[src/rtl/dmem_bus_ctrl_pkg.sv]
// Shared types and defaults for the dmem bus controller.
// No logic lives here.
// There is no backpressure in this file.
package dmem_bus_ctrl_pkg;

    typedef enum logic [1:0] {
        ST_IDLE = 2'd0,
        ST_REQ  = 2'd1,
        ST_WAIT = 2'd2,
        ST_DONE = 2'd3
    } state_t;

    localparam logic [31:0] RDATA_RST_DFLT = 32'h0000_0000;

endpackage

[src/rtl/dmem_bus_ctrl_timeout_ctr.sv]
// Counts the cycles spent in REQ or WAIT and flags the last cycle before the limit.
// Latency: expired is combinational from the count; the count is cleared when REQ is entered.
// Backpressure: none; the counter only observes the controller.
module dmem_timeout_ctr #(
    parameter int unsigned LIMIT = 255
) (
    input  logic clk,
    input  logic rst_n,
    input  logic clr,
    input  logic busy,
    output logic expired
);

    localparam int W = $clog2(LIMIT + 1);

    logic [W-1:0] cnt;

    always_ff @(posedge clk or negedge rst_n) begin
        if (!rst_n) begin
            cnt <= '0;
        end else if (clr) begin
            cnt <= '0;
        end else if (busy) begin
            cnt <= cnt + W'(1);
        end
    end

    // Raise expired one cycle early so that DONE is entered exactly LIMIT cycles after REQ.
    assign expired = busy && (cnt == W'(LIMIT - 1));

endmodule

[src/rtl/dmem_bus_ctrl.sv]
// Turns a single-cycle memory-stage request into one req/gnt + rvalid bus transaction.
// Latency: a load stalls for 3 cycles and a store for 2 when the bus answers as early as it can.
// Backpressure: o_stall is held until DONE; i_hold parks the block in DONE. Define DMEM_TIMEOUT_EN to enable the timeout.
module dmem_bus_ctrl
    import dmem_bus_ctrl_pkg::*;
#(
    parameter int unsigned TIMEOUT_CYCLES = 255,
    parameter logic [31:0] RDATA_RST = RDATA_RST_DFLT
) (
    input  logic                  i_clk,
    input  logic                  i_rst,
    input  logic [31:0]           i_dmem_addr,
    input  logic                  i_dmem_ren,
    input  logic                  i_dmem_wen,
    input  logic [31:0]           i_dmem_wdata,
    input  logic [3:0]            i_dmem_mask,
    output logic [31:0]           o_dmem_rdata,
    input  logic                  i_hold,
    output logic                  o_stall,
    output logic                  o_bus_req,
    output logic                  o_bus_we,
    output logic [31:0]           o_bus_addr,
    output logic [31:0]           o_bus_wdata,
    output logic [3:0]            o_bus_mask,
    input  logic                  i_bus_gnt,
    input  logic                  i_bus_rvalid,
    input  logic [31:0]           i_bus_rdata,
    output logic                  o_dmem_fault
);

    state_t state;
    state_t state_nxt;
    logic   start;
    logic   fault_hit;

    assign start = i_dmem_ren | i_dmem_wen;

`ifdef DMEM_TIMEOUT_EN
    dmem_timeout_ctr #(.LIMIT(TIMEOUT_CYCLES)) u_timeout (
        .clk     (i_clk),
        .rst_n   (i_rst),
        .clr     ((state == ST_IDLE) && start),
        .busy    ((state == ST_REQ) || (state == ST_WAIT)),
        .expired (fault_hit)
    );

    always_ff @(posedge i_clk or negedge i_rst) begin
        if (!i_rst) begin
            o_dmem_fault <= 1'b0;
        end else begin
            o_dmem_fault <= fault_hit;
        end
    end
`else
    assign fault_hit    = 1'b0;
    assign o_dmem_fault = 1'b0;
`endif

    always_ff @(posedge i_clk or negedge i_rst) begin
        if (!i_rst) begin
            state <= ST_IDLE;
        end else begin
            state <= state_nxt;
        end
    end

    always_comb begin
        state_nxt = state;
        o_stall   = 1'b0;
        case (state)
            ST_IDLE: begin
                if (start) begin
                    o_stall   = 1'b1;
                    state_nxt = ST_REQ;
                end
            end
            ST_REQ: begin
                o_stall = 1'b1;
                if (i_bus_gnt) begin
                    state_nxt = o_bus_we ? ST_DONE : ST_WAIT;
                end
            end
            ST_WAIT: begin
                o_stall = 1'b1;
                if (i_bus_rvalid) begin
                    state_nxt = ST_DONE;
                end
            end
            ST_DONE: begin
                if (!i_hold) begin
                    state_nxt = ST_IDLE;
                end
            end
            default: state_nxt = ST_IDLE;
        endcase
        // A timeout overrides any response that arrives in the same cycle.
        if (fault_hit) begin
            state_nxt = ST_DONE;
        end
    end

    assign o_bus_req = (state == ST_REQ);

    always_ff @(posedge i_clk or negedge i_rst) begin
        if (!i_rst) begin
            o_bus_we     <= 1'b0;
            o_bus_addr   <= '0;
            o_bus_wdata  <= '0;
            o_bus_mask   <= '0;
            o_dmem_rdata <= RDATA_RST;
        end else begin
            if ((state == ST_IDLE) && start) begin
                o_bus_we    <= i_dmem_wen;
                o_bus_addr  <= i_dmem_addr;
                o_bus_wdata <= i_dmem_wdata;
                o_bus_mask  <= i_dmem_mask;
            end
            if (fault_hit) begin
                o_dmem_rdata <= RDATA_RST;
            end else if ((state == ST_WAIT) && i_bus_rvalid) begin
                o_dmem_rdata <= i_bus_rdata;
            end
        end
    end

endmodule
[config.mk]
export PLATFORM = sky130hd
export DESIGN_NAME = dmem_bus_ctrl
export DESIGN_NICKNAME = d
export VERILOG_FILES = /design/src/rtl/dmem_bus_ctrl_pkg.sv /design/src/rtl/dmem_bus_ctrl_timeout_ctr.sv /design/src/rtl/dmem_bus_ctrl.sv
export SDC_FILE = /design/constraint.sdc
export NUM_CORES = 1
export LEC_CHECK = 0
export CORE_AREA = 2 2 105 107
export DETAILED_ROUTE_END_ITERATION = 7
export DIE_AREA = 0 0 107 109
export PLACE_DENSITY_LB_ADDON = 0.1
export SYNTH_ARGS = -nofsm -noshare
export SYNTH_HDL_FRONTEND = slang
export SYNTH_SLANG_ARGS = --single-unit
[constraint.sdc]
create_clock -name i_clk -period 1.85 [get_ports i_clk]
set_input_delay 0.37 -clock i_clk [delete_from_list [all_inputs] [get_ports i_clk]]
set_output_delay 0.37 -clock i_clk [all_outputs]
set_load 0.005 [all_outputs]
# --- After elaboration in Yosys (flattened, before gate mapping) ---
# Index checks and enable logic that the tools add are counted.
word_totals:
  reg_bits: 103
  inputBits: 107
  out_inout_bits: 104
classes:
  bitwise_logic: 1
  muxes: 8
  eq_ne: 7
  n_reduce_logical: 5
op_table:
  columns: ["cell", "count"]
  rows:
  - ["2-bit two-way mux", 4]
  - ["2-bit one-hot mux with 4 select lines", 1]
  - ["2-bit != test (second input constant)", 3]
  - ["2-bit == test (second input constant)", 2]
  - ["4-bit AND reduction", 1]
  - ["2-bit by 1-bit == test with 1-bit output (second input constant)", 1]
  - ["1-bit logical AND", 2]
  - ["2-bit logical NOT", 1]
  - ["1-bit two-way mux", 2]
  - ["2-bit by 1-bit != test with 1-bit output (second input constant)", 1]
  - ["1-bit one-hot mux with 2 select lines", 1]
  - ["2-bit OR reduction", 1]
  - ["1-bit OR", 1]

# --- Longest topological paths before layout ---
# Gate-level depths: netlist of run 1.
logic_depth:
  ltp_word: 3
  depth_mapped: 6
  mapped_depth_nobuf: 5

# --- Least setup slack after synthesis of run 1 ---
# Ideal clock, no wire load.
synth_timing:
  kind: "reg2out"
  startpoint: "reg state[0]"
  endpoint: "out o_stall"
  setup_slack_ns: 0.289
  required_time_ns: 1.480
  arrival_ns: 1.191
  path_stages_with_launch: 6
  path_buffers: 1
  path_cell_list: "dfrtp_1 > inv_1 > ha_1 > o21ai_4 > buf_6 > a21oi_1"
synth_between:
  elab_chain_cells: 3
synth_lines:
  columns: ["element", "line_no", "text"]
  rows:
  - ["from (decl)", "dmem_bus_ctrl.sv:31", "state_t state;"]
  - ["from (signal assigned)", "dmem_bus_ctrl.sv:63", "state <= state_nxt;"]
  - ["2-bit by 1-bit == test with 1-bit output / 2-bit == test (equally long branches)", "dmem_bus_ctrl.sv:70", "case (state)"]
  - ["2-bit OR reduction (no source line)", null, null]
  - ["1-bit one-hot mux with 2 select lines *", "dmem_bus_ctrl.sv:70", null]
  - ["to (decl)", "dmem_bus_ctrl.sv:19", "output logic o_stall,"]
# Every way passes the cells marked *; elsewhere a longest branch is shown, timed or not.

# --- Worst setup path in the final report of run 1 ---
layout_timing:
  startpoint: "reg state[1]"
  endpoint: "out o_bus_req"
layout_between:
  elab_chain_cells: 1
layout_lines:
  columns: ["element", "line_no", "text"]
  rows:
  - ["2-bit by 1-bit == test with 1-bit output", "dmem_bus_ctrl.sv:102", "assign o_bus_req = (state == ST_REQ);"]
  - ["to (decl)", "dmem_bus_ctrl.sv:20", "output logic o_bus_req,"]
# Every way passes these cells.

==> results of run 1 <==
[Yosys cell counts]
| cell | number | share of area (%) |
|---|---|---|
| sky130_fd_sc_hd__mux2i_1 | 2 | 0.50 |
| sky130_fd_sc_hd__or3b_1 | 1 | 0.22 |
| sky130_fd_sc_hd__a21oi_1 | 1 | 0.12 |
| sky130_fd_sc_hd__mux2_1 | 6 | 1.7 |
| sky130_fd_sc_hd__mux2_2 | 94 | 26 |
| sky130_fd_sc_hd__dfrtp_1 | 103 | 64 |
| sky130_fd_sc_hd__nand2_1 | 5 | 0.47 |
| sky130_fd_sc_hd__a211oi_1 | 1 | 0.19 |
| sky130_fd_sc_hd__buf_4 | 3 | 0.56 |
| sky130_fd_sc_hd__o21ai_4 | 1 | 0.41 |
| sky130_fd_sc_hd__buf_2 | 3 | 0.38 |
| sky130_fd_sc_hd__nand2b_1 | 2 | 0.31 |
| sky130_fd_sc_hd__inv_1 | 3 | 0.28 |
| sky130_fd_sc_hd__ha_1 | 7 | 2.2 |
| sky130_fd_sc_hd__and3_1 | 1 | 0.16 |
| sky130_fd_sc_hd__nand4_1 | 1 | 0.16 |
| sky130_fd_sc_hd__conb_1 | 1 | 0.094 |
| sky130_fd_sc_hd__buf_6 | 5 | 1.4 |
[layout make-up]
| cell class | count | share of cell area, % |
|---|---|---|
| inverter | 3 | 0.1726 |
| multi-input combinational | 123 | 20.47 |
| clock inverter | 5 | 0.9016 |
| tap | 140 | 2.686 |
| sequential | 103 | 39.52 |
| clock buffer | 10 | 1.957 |
| timing repair buffer | 222 | 34.30 |
[stage by stage]
step	worst slack, ns	setup TNS [ns]	std cells	hold slack (ns)
finish	0.1142	0	606	0.3827
global route	0.01013	0	606	0.3701
CTS	0.001181	0	606	0.3482
detailed placement	-0.1904	-2.348	590	0.2054
global placement	-0.1751	-1.406	590	0.2058
floorplan	0.2892	0	240	0.07441
[how the worst max path moves through the flow]
stage / startpoint / end / slack, ns / cells past startpoint
2_1_floorplan: state[0]$_DFFE_PN0P_ / o_stall / 0.29 / 5
5_1_grt: state[1]$_DFFE_PN0P_ / o_bus_req / 0.01 / 4
3_5_place_dp: i_dmem_wen / o_stall / -0.19 / 4
6_report: state[1]$_DFFE_PN0P_ / o_bus_req / 0.11 / 4
4_1_cts: state[0]$_DFFE_PN0P_ / o_stall / 0.001 / 4
3_3_place_gp: i_dmem_wen / o_stall / -0.18 / 4
[flip-flops by register name (all words and copies together) (netlist names)]
signal	flops
o_bus_addr	32
o_bus_mask	4
o_bus_wdata	32
o_bus_we	1
o_dmem_rdata	32
state	2
[cells in the final DEF, fill, tap and decap left out]
cell type                           n
sky130_fd_sc_hd__buf_2              1
sky130_fd_sc_hd__dfrtp_1          103
sky130_fd_sc_hd__nand2b_1           2
sky130_fd_sc_hd__mux2_2            94
sky130_fd_sc_hd__ha_4               1
sky130_fd_sc_hd__buf_6              1
sky130_fd_sc_hd__dlygate4sd2_1      1
sky130_fd_sc_hd__nand2_1            5
sky130_fd_sc_hd__mux2i_1            2
sky130_fd_sc_hd__clkdlybuf4s50_1  206
sky130_fd_sc_hd__clkbuf_8           9
sky130_fd_sc_hd__and3_1             1
sky130_fd_sc_hd__buf_4              8
sky130_fd_sc_hd__mux2_1             6
sky130_fd_sc_hd__a211oi_1           1
sky130_fd_sc_hd__inv_6              1
sky130_fd_sc_hd__or3b_1             1
sky130_fd_sc_hd__a21oi_2            1
sky130_fd_sc_hd__clkbuf_1           1
sky130_fd_sc_hd__conb_1             1
sky130_fd_sc_hd__o21ai_4            1
sky130_fd_sc_hd__bufinv_16          1
sky130_fd_sc_hd__clkinvlp_4         2
sky130_fd_sc_hd__clkinv_2           1
sky130_fd_sc_hd__dlygate4sd3_1      1
sky130_fd_sc_hd__inv_1              1
sky130_fd_sc_hd__nand4_1            1
sky130_fd_sc_hd__ha_1               6
sky130_fd_sc_hd__buf_12             4
sky130_fd_sc_hd__inv_2              2
[kinds of logic after synthesis]
group           count (synthesis)  share of synthesized area, %
flops                         103                         64.42
mux                           102                         28.64
buf+inv                        14                         2.626
simple gates                   10                         1.314
fa+ha+maj                       7                         2.189
compound gates                  3                        0.7193
other cells                     1                       0.09372
[routing by layer]
layer  track usage [%]  share of wire [%]  wire, µm
met1             18.82                 39      3585
met2             25.89                 48      4416
met3             5.619                 10       922
met4             7.328                2.2       201
met5                 0                  0         0
[timing repair]
item / in CTS / in global routing
setup buffers: 0 / 0
endpoints found under the setup margin: 2 / 2
hold endpoints to repair: 6 / 0
resized for setup: 8 / 3
hold buffers: 1 / 0
pin swaps: 0 / 1
gates cloned: 0 / 0
[power by group]
part / switching [µW] / leakage (µW) / internal [µW]
clock network: 744 / 0.0000888 / 622
registers: 544 / 0.00121 / 3420
logic: 1560 / 0.00144 / 3530
total: 2850 / 0.00274 / 7570
==> impl_summary.md, run 1 <==
Synth
The number of unique standard cell types used by synthesis is 18. Synthesis produced a netlist with a net count of 354. The post-synthesis cell area is 4001 µm².

The number of warnings reported in the yosys synthesis log is 0. The fraction of the yosys area taken by sequential cells is 64.42%. Synthesis produced 240 cells. The flip-flop and latch count after synthesis is 103. The per-instance average area after synthesis is 16.67 µm².

Critical path
The worst register-to-register path has a setup slack of 0.26 ns. The number of buffers and inverters on the critical path is 3. STA classifies the critical path endpoint as an output port.

At the worst endpoint, the required time is 1.48 ns. Of all nets on the critical path, the largest fanout is 4. The critical path startpoint category is a flip-flop. The largest delay contributor family on the critical path is buffers and inverters. For the worst setup path, the data arrival time is 1.37 ns. The critical path in this run is classified as flip-flop to output port. Walking the worst path, the cells encountered are inv_2 > buf_4 > ha_1 > dlygate4sd2_1.

The endpoint identified for the worst register-to-register timing path is o_dmem_rdata[23]$_DFFE_PN0P_. The slowest stage of the critical path belongs to the cell sky130_fd_sc_hd__dfrtp_1. On the worst path, the slowest cell contributes a delay of 0.36 ns. The depth of the worst register-to-register path is 6.

In this run the critical register-to-register path is launched from state[0]$_DFFE_PN0P_.

STA
Static timing analysis puts the maximum clock frequency at 576.1 MHz. The number of slew-limit violations in the final report is 0. Setup repair after global routing left no endpoint under its margin. The final hold violation count is 0. Setup violations remaining at the end of the flow were counted as 0. The worst path uses 93.83% of the clock period.

The maximum clock skew at final layout is 0.01541 ns. Counting I/O delays and the setup requirement, the final critical path takes 1.736 ns.

Clocking
The latest clock arrival within the worst-skew pair is 0.36 ns. The number of clock buffers added by TritonCTS is 9. The CTS tree is built. The maximum count of clock buffers along a single path is 2. The CTS clock-pin slew for the worst setup and hold paths is 0.09 ns. The total number of H-tree levels is 3.

The number of sinks on the clock net is 103. The root buffer selected by CTS is sky130_fd_sc_hd__clkbuf_8.

Finish
Cells fill 61.52% of the core in the end. The multi-input gate area in the final layout is 1335 µm². The fraction of layout instances using a drive strength above 1 is 27.25%. The number of fillers in the final layout is 834. The final layout contains 576 nets. The layout-stage area growth over the synthesis result is 63.01%. The antenna diode count is 0. The finished cells cover 6523 µm². The footprint of the flip-flops and latches is 2577 µm².

Global routing
The first-pass GRT wire length is 14,210 µm. The number of global-route vias before repair is 2,939. The global route total overflow is 0. The number of antenna violations at the first check in global routing is 0. The pin count of the biggest net entering global routing is 51. The global-route total usage across every layer is 15.83%.

Placed design
After detailed placement, the total cell area comes to 6312 µm². At the end of routability-driven placement, the weighted congestion stood at 0.7262. Once detailed placement completed, the half-perimeter wirelength came to 6898 µm.

Input and output buffers added on the ports amount to 209.

Status
The run finished with clean final reports.

Min path
The tightest min-delay check is of the input port to async pin type.

Drt
After detailed routing, the number of vias per cell comes to 4.523. After detailed routing, the average wire length per cell comes to 15.06 µm. The post-route antenna net violation count is 0. For this block, the initial DRC count from the detailed router was 83.

Summed over all layers, the routed wires come to 9125 µm. For this run, design rule violations remaining after detail routing come to 0. The detailed router placed 2,741 vias in this run. The number of detailed-route iterations in the first pass is 2.

Floorplanning
In this run the vertical extent of the chip is 109 µm. The standard-cell row count is 38. In this run the horizontal extent of the chip is 107 µm. The core region is 10,600 µm². In this run the count of I/O pins placed on the die edge is 211. The floorplan die area is 11,660 µm².

The initial standard-cell utilization of the core is 37.74%.

Power and ir drop
The overall power consumption is 10,420 µW. The power per standard cell area is 1597 nW/µm². In this run the static leakage power is 0.002743 µW. The worst-case vdd ir drop is 0.6413 mV.

Run
Across the run, the number of max-cap violations was 0.
(Power assumes the default switching activity.)
==> run 2: changes to the inputs <==
Settings changed: CORE_AREA 2 2 105 107 to 2 2 94 119, DIE_AREA 0 0 107 109 to 0 0 96 121, PLACE_DENSITY set to 0.85, PLACE_DENSITY_LB_ADDON 0.1 to not set, TNS_END_PERCENT set to 30.
==> run 2 against run 1 <==
  * Flip-flop and latch count did not move
  * Die area shrank 0.40%
  * Maximum frequency rose by 0.27%
  * Critical path type unchanged
==> impl_summary.md, run 2 (synthesis gave the netlist of run 1 again) <==
Drt
The routed metal-1 wire length is 3374 µm (was 3585 µm). The total met2 wirelength after detailed routing is 5209 µm (was 4416 µm). The DRC violation count after routing is 0 (unchanged). The amount of wire on met3 after detailed routing came to 833 µm (was 922 µm). The post-route antenna net violation count is 0 (unchanged).

The detail-routed via count per cell is 4.671 (was 4.523). The total routed wirelength is 9689 µm (was 9125 µm). The via count was 2,779 (was 2,741). The mean routed wirelength per cell is 16.28 µm (was 15.06 µm).

The highest metal layer with signal wires is met4 (unchanged). The first-iteration detailed-routing DRC count was 54 (was 83). The number of detailed-route iterations in the first pass came to 4 (was 2).

Critical path
The setup slack of the worst register-to-register path is 0.17 ns (was 0.26 ns). The kind of capture point of the worst setup path is an output port (unchanged). The critical path startpoint category is a flip-flop (unchanged). The largest delay contributor family on the critical path is buffers and inverters (unchanged). Cells traversed along the worst timing path: inv_2 > buf_4 > ha_1 > dlygate4sd2_1 (unchanged). The reg-to-reg critical path startpoint is state[0]$_DFFE_PN0P_ (unchanged). The worst path required time is 1.48 ns (about the same). The maximum single-stage delay on the critical path is 0.36 ns (about the same).

The arrival time at the worst endpoint is 1.36 ns (was 1.37 ns). The slowest library cell on the worst path is sky130_fd_sc_hd__dfrtp_1 (unchanged). The maximum fanout encountered on the critical timing path is 4 (unchanged). The depth of the worst register-to-register path is 6 (unchanged). The critical setup path kind is flip-flop to output port (unchanged). The reg-to-reg critical path endpoint is o_bus_addr[14]$_DFFE_PN0P_ (was o_dmem_rdata[23]$_DFFE_PN0P_). The number of buffers and inverters on the critical path was 3 (unchanged).

Run
The number of max-cap violations is 0 (unchanged).

Clocking
The number of buffers added to fix hold violations after cts is 0 (was 1). The latest clock arrival within the worst-skew pair is 0.34 ns (was 0.36 ns). The number of sinks on the clock net is 103 (unchanged). The total number of H-tree levels is 3 (unchanged). The maximum count of clock buffers along a single path is 2 (unchanged). The root buffer selected by CTS is sky130_fd_sc_hd__clkbuf_16 (was sky130_fd_sc_hd__clkbuf_8). The CTS clock-pin slew for the worst setup and hold paths was 0.07 ns (was 0.09 ns). The total clock buffers created by CTS is 9 (unchanged). The CTS tree is built (unchanged).

STA
For the pin with the worst max-slew slack, the measured transition is 0.5485 ns. The post-route worst hold slack is 0.07640 ns (was 0.3827 ns). The count of endpoints failing setup in the final report came to 0 (unchanged).

The number of slew-limit violations in the final report is 0 (unchanged). The time the final worst path needs with I/O delays and setup is 1.731 ns (was 1.736 ns). The final hold violation count came to 0 (unchanged). The fraction of the cycle the final worst path needs is 93.57% (was 93.83%). The fmax was 577.7 MHz (was 576.1 MHz). Setup repair after global routing missed its margin: false (unchanged). The maximum clock skew at final layout is 0.006113 ns (was 0.01541 ns). The tightest slew margin relative to the limit is 63.43%. The final total negative setup slack is 0 ns (unchanged).

Power and ir drop
The proportion of power drawn by flip-flops and latches is 35.8% (was 38.0%). The net switching power figure is 2950 µW (was 2845 µW). The fraction of power spent switching nets is 26.38% (was 27.31%). The relative contribution of the clock network to total power was 18.8% (was 13.1%). The worst-case vdd ir drop is 0.8416 mV (was 0.6413 mV). The cell internal power dissipation is 8234 µW (was 7573 µW). The combinational power share is 45.5% (was 48.9%). The cell leakage power is 0.002791 µW (was 0.002743 µW). The power per standard cell area is 1689 nW/µm² (was 1597 nW/µm²).

Floorplanning
The chip height came to 121 µm (was 109 µm). The area of the core is 10,460 µm² (was 10,600 µm²). The die extent in x is 96 µm (was 107 µm).

The count of boundary I/O pins is 211 (unchanged). The standard-cell row count is 42 (was 38). The floorplan die area is 11,620 µm² (was 11,660 µm²). The initial standard-cell utilization of the core is 38.26% (was 37.74%).

Finish
The cell area after layout is 6620 µm² (was 6523 µm²). The number of fillers in the final layout is 797 (was 834). The layout-stage area growth over the synthesis result is 65.45% (was 63.01%). The fraction of layout instances using a drive strength above 1 is 27.21% (was 27.25%). The net count of the finished layout was 573 (was 576).

The leading cell type in the layout, fill and taps excluded is sky130_fd_sc_hd__clkdlybuf4s50_1 (unchanged). Leading cell types in the layout, fill and taps excluded: sky130_fd_sc_hd__clkdlybuf4s50_1, sky130_fd_sc_hd__dfrtp_1, sky130_fd_sc_hd__mux2_2, sky130_fd_sc_hd__clkbuf_16, sky130_fd_sc_hd__buf_4 (was sky130_fd_sc_hd__clkdlybuf4s50_1, sky130_fd_sc_hd__dfrtp_1, sky130_fd_sc_hd__mux2_2, sky130_fd_sc_hd__clkbuf_8, sky130_fd_sc_hd__buf_4). The end-of-flow core utilization is 63.30% (was 61.52%).

The antenna diode count is 0 (unchanged). Largest registers: o_bus_addr: 32 flops, o_bus_wdata: 32 flops, o_dmem_rdata: 32 flops (unchanged).

Global routing
The global route total overflow is 0 (unchanged). The first-pass GRT wire length is 14,950 µm (was 14,210 µm). The number of antenna violations at the first check in global routing is 0 (unchanged). The number of global-route vias before repair is 3,101 (was 2,939). The pin count of the biggest net entering global routing came to 104 (was 51). The global-route total usage across every layer came to 16.84% (was 15.83%).

Placed design
The cell area after placement is 6275 µm² (was 6312 µm²). The half-perimeter wire length of the detailed placement result came to 7329 µm (was 6898 µm). The number of port buffers was 209 (unchanged). The placer congestion estimate was 0.7462 (was 0.7262).

Status
Status: complete, no violations (unchanged).

Min path
The path type of the worst min-delay path is input port to async pin (unchanged).
run 2: cell count changes in the layout (fill, tap and decap cells not counted), sizes merged:
cell         previous run  this run
clkbuf                 10         9
bufinv                  1         3
dlygate4sd3             1         0
inv                     4         3
buf                    14        12
run 2: layout make-up:
| cell class | instances | area (µm²) | area share [%] |
|---|---|---|---|
| multi-input cells | 123 | 1335 | 20.17 |
| inverters | 3 | 11.26 | 0.1701 |
| well taps | 132 | 165.2 | 2.495 |
| clock inverters | 6 | 110.1 | 1.663 |
| repair buffers | 219 | 2196 | 33.17 |
| clock buffers | 9 | 225.2 | 3.402 |
| flip-flops and latches | 103 | 2577 | 38.93 |
run 2: timing repair:
| action | CTS | global route |
|---|---|---|
| endpoints found under the hold margin | 0 | 0 |
| setup endpoints to repair | 2 | 1 |
| setup buffers | 0 | 0 |
| gates resized for setup | 7 | 3 |
run 2: worst max-delay path by stage:
stage	from	end	slack [ns]	cells after the start
after floorplan	state[0]$_DFFE_PN0P_	o_stall	0.29	5
after global placement	i_dmem_wen	o_stall	-0.22	4
after detailed placement	i_dmem_wen	o_stall	-0.25	4
after CTS	state[0]$_DFFE_PN0P_	o_stall	0.02	5
after global routing	state[0]$_DFFE_PN0P_	o_stall	0.06	4
final	state[1]$_DFFE_PN0P_	o_bus_req	0.12	4
run 2: per-stage QoR:
stage | cells | setup slack (ns) | power (µW)
6_report | 595 | 0.1189 | 11180
5_1_grt | 595 | 0.05508 | 11880
4_1_cts | 595 | 0.01727 | 11360
3_3_place_gp | 580 | -0.2229 | 8952
2_1_floorplan | 240 | 0.2892 | 6033
3_5_place_dp | 580 | -0.2534 | 9165
run 2: power by group through the flow:
stage	Clock (µW)	Sequential [µW]	Combinational, µW
finish	2100	4000	5080
global route	2240	4150	5490
CTS	2170	4020	5170
detailed placement	0	4050	5120
global placement	0	3990	4970
floorplan	0	4110	1930
run 2: per-layer routing:
metal / track usage [%] / vias up
li1: - / 1264
met1: 17.74 / 1355
met2: 30.03 / 140
met3: 4.845 / 20
met4: 8.036 / 0
met5: 0 / -
==> patch (settings of run 1) <==
The 4 states of `state_t` get a one-hot encoding in 4 bits.
--- a/src/rtl/dmem_bus_ctrl_pkg.sv
+++ b/src/rtl/dmem_bus_ctrl_pkg.sv
@@ -4,9 +4,9 @@
 package dmem_bus_ctrl_pkg;
 
-    typedef enum logic [1:0] {
-        ST_IDLE = 2'd0,
-        ST_REQ  = 2'd1,
-        ST_WAIT = 2'd2,
-        ST_DONE = 2'd3
+    typedef enum logic [3:0] {
+        ST_IDLE = 4'b0001,
+        ST_REQ  = 4'b0010,
+        ST_WAIT = 4'b0100,
+        ST_DONE = 4'b1000
     } state_t;
 
Check against the original RTL: same outputs for any inputs over 10 cycles, from zero or initial values and one cycle with i_rst low; not proved beyond that.
==> patch against run 1 <==
The flow now finishes with violations (setup timing). Sequential cell count is 2 higher. Total power increased by 21%. Clock power increased by 19%. Sequential share of layout area decreased by 3.1 points. Cell area increased by 11%. Combinational power increased by 35%. Final cell count increased by 4.8%. Area after synthesis is 5.4% higher. Maximum frequency is 12% lower. Critical path depth grew 1. Wire length increased by 24%. Setup slack worse by 230 ps. Clock skew fell by 6.2 ps. Largest cell class unchanged.
==> patch: results (changes against run 1) <==
----------------------------------------------------
[Layout]
  Clock network area share ... 3.17% (+0.31 points)
  Non-clock inverter instance count of the final layout ... 2 (-1)
  Count of non-CTS buffers in the layout ... 244 (+9.9%)
  Fraction of final layout cells with drive strength greater than 1 ... 32.3% (+5.1 points)
  Nets@finish ... 598 (+3.8%)
  Fillcell total ... 776 (-7.0%)
  Core utilization of the finished layout ... 68.2% (+6.7 points)
  Non-clock buffer share ... 35.2% (+0.87 points)
  Number of flip-flops and latches ... 105 (+1.9%)
  Multi-input combinational cell count ... 129 (+4.9%)

[Clock network]
  Number of buffers added for setup after CTS ... 6 (+6)

[STA]
  WHS ... 332 ps (-50.8 ps)
  Clock Skews ... 9.25 ps (-6.15 ps)
  Post-route setup slack ... -121 ps (-235 ps)
  Total Negative Setup Slacks ... -1090 ps (-1090 ps)
  Setup Viol. Count Final ... 30 (+30)

[Pwr]
  Sw power ... 3.43 mW (+21%)
  Internal power summed over all cells ... 9.19 mW (+21%)
  Leakage power ... 3.20 nW (+17%)

[Synthesis]
  Share of the synthesized netlist area taken by xor and xnor gates ... 0.415% (+0.42 points)
  Compound-gate portion of the synthesized area ... 2.28% (+1.6 points)
  Synthesized-area fraction occupied by adder cells ... 0% (-2.2 points)
  Combined area of all synthesized cells ... 4220 um2 (+5.4%)
  Mean Syn Cell Area ... 16.9 um2 (+1.2%)
  Mux cell area share after synthesis ... 28.5% (-0.16 points)
  Post-synthesis cell type count ... 32 (+14)

[Detailed routing]
  DRC violation total after the first TritonRoute iteration ... 176 (+110%)
  Detail-routed net length per standard cell ... 17.9 um (+19%)
  Total routed wirelength ... 11.3 mm (+24%)
  Number of iterations in the first detailed-routing pass ... 4 (+2)
  Detailed-route via count ... 3005 (+9.6%)
  Length of routed wiring on met1 ... 4.58 mm (+28%)
  DR WL met2 ... 5.67 mm (+28%)

[Outcome]
  Run status ... finished with violations
  Violations in the final reports ... setup timing

[Place]
  Placement Cell Area ... 6530 um2 (+3.4%)
  Pre-CTS worst setup slack ... -137 ps (+53.0 ps)
  Placer congestion estimate ... 0.794 (+9.4%)

[Setup path]
  Cell at the slowest stage of the critical path ... sky130_fd_sc_hd__dfrtp_2
  Worst r2r dst ... o_bus_addr[22]
  Data arrival, critical path ... 1600 ps (+230 ps)
  Setup slack on the worst flop-to-flop path ... -70 ps (-330 ps)
  Critical Path End ... o_stall
  Depth of the most critical reg-to-reg path ... 7 (+1)
  Slowest stage delay, CP ... 430 ps (+70 ps)
  Top delay family on crit path ... flip-flops

[Global route]
  Global-route total usage across every layer ... 17.6% (+1.8 points)

----------------------------------------------------
## patch: changes by cell type after synthesis, moves of 2 or more
cell,run 1,this run
sky130_fd_sc_hd__buf_12,0,2
sky130_fd_sc_hd__buf_4,3,7
sky130_fd_sc_hd__buf_6,5,1
sky130_fd_sc_hd__ha_1,7,0
sky130_fd_sc_hd__mux2_1,6,3
sky130_fd_sc_hd__mux2_2,94,77
sky130_fd_sc_hd__mux2_4,0,20
sky130_fd_sc_hd__mux2i_1,2,0
sky130_fd_sc_hd__nand2_1,5,2
sky130_fd_sc_hd__nand3b_1,0,3
sky130_fd_sc_hd__nor4b_4,0,2
sky130_fd_sc_hd__o21ai_0,0,3
sky130_fd_sc_hd__o31ai_1,0,2
## patch: per-layer routing
| metal | GRT usage [%] | vias to the layer above |
|---|---|---|
| met3 | 6.63 | 16 |
| met5 | 0 | - |
| li1 | - | 1364 |
| met2 | 29.1 | 115 |
| met4 | 8.72 | 0 |
| met1 | 20.1 | 1510 |
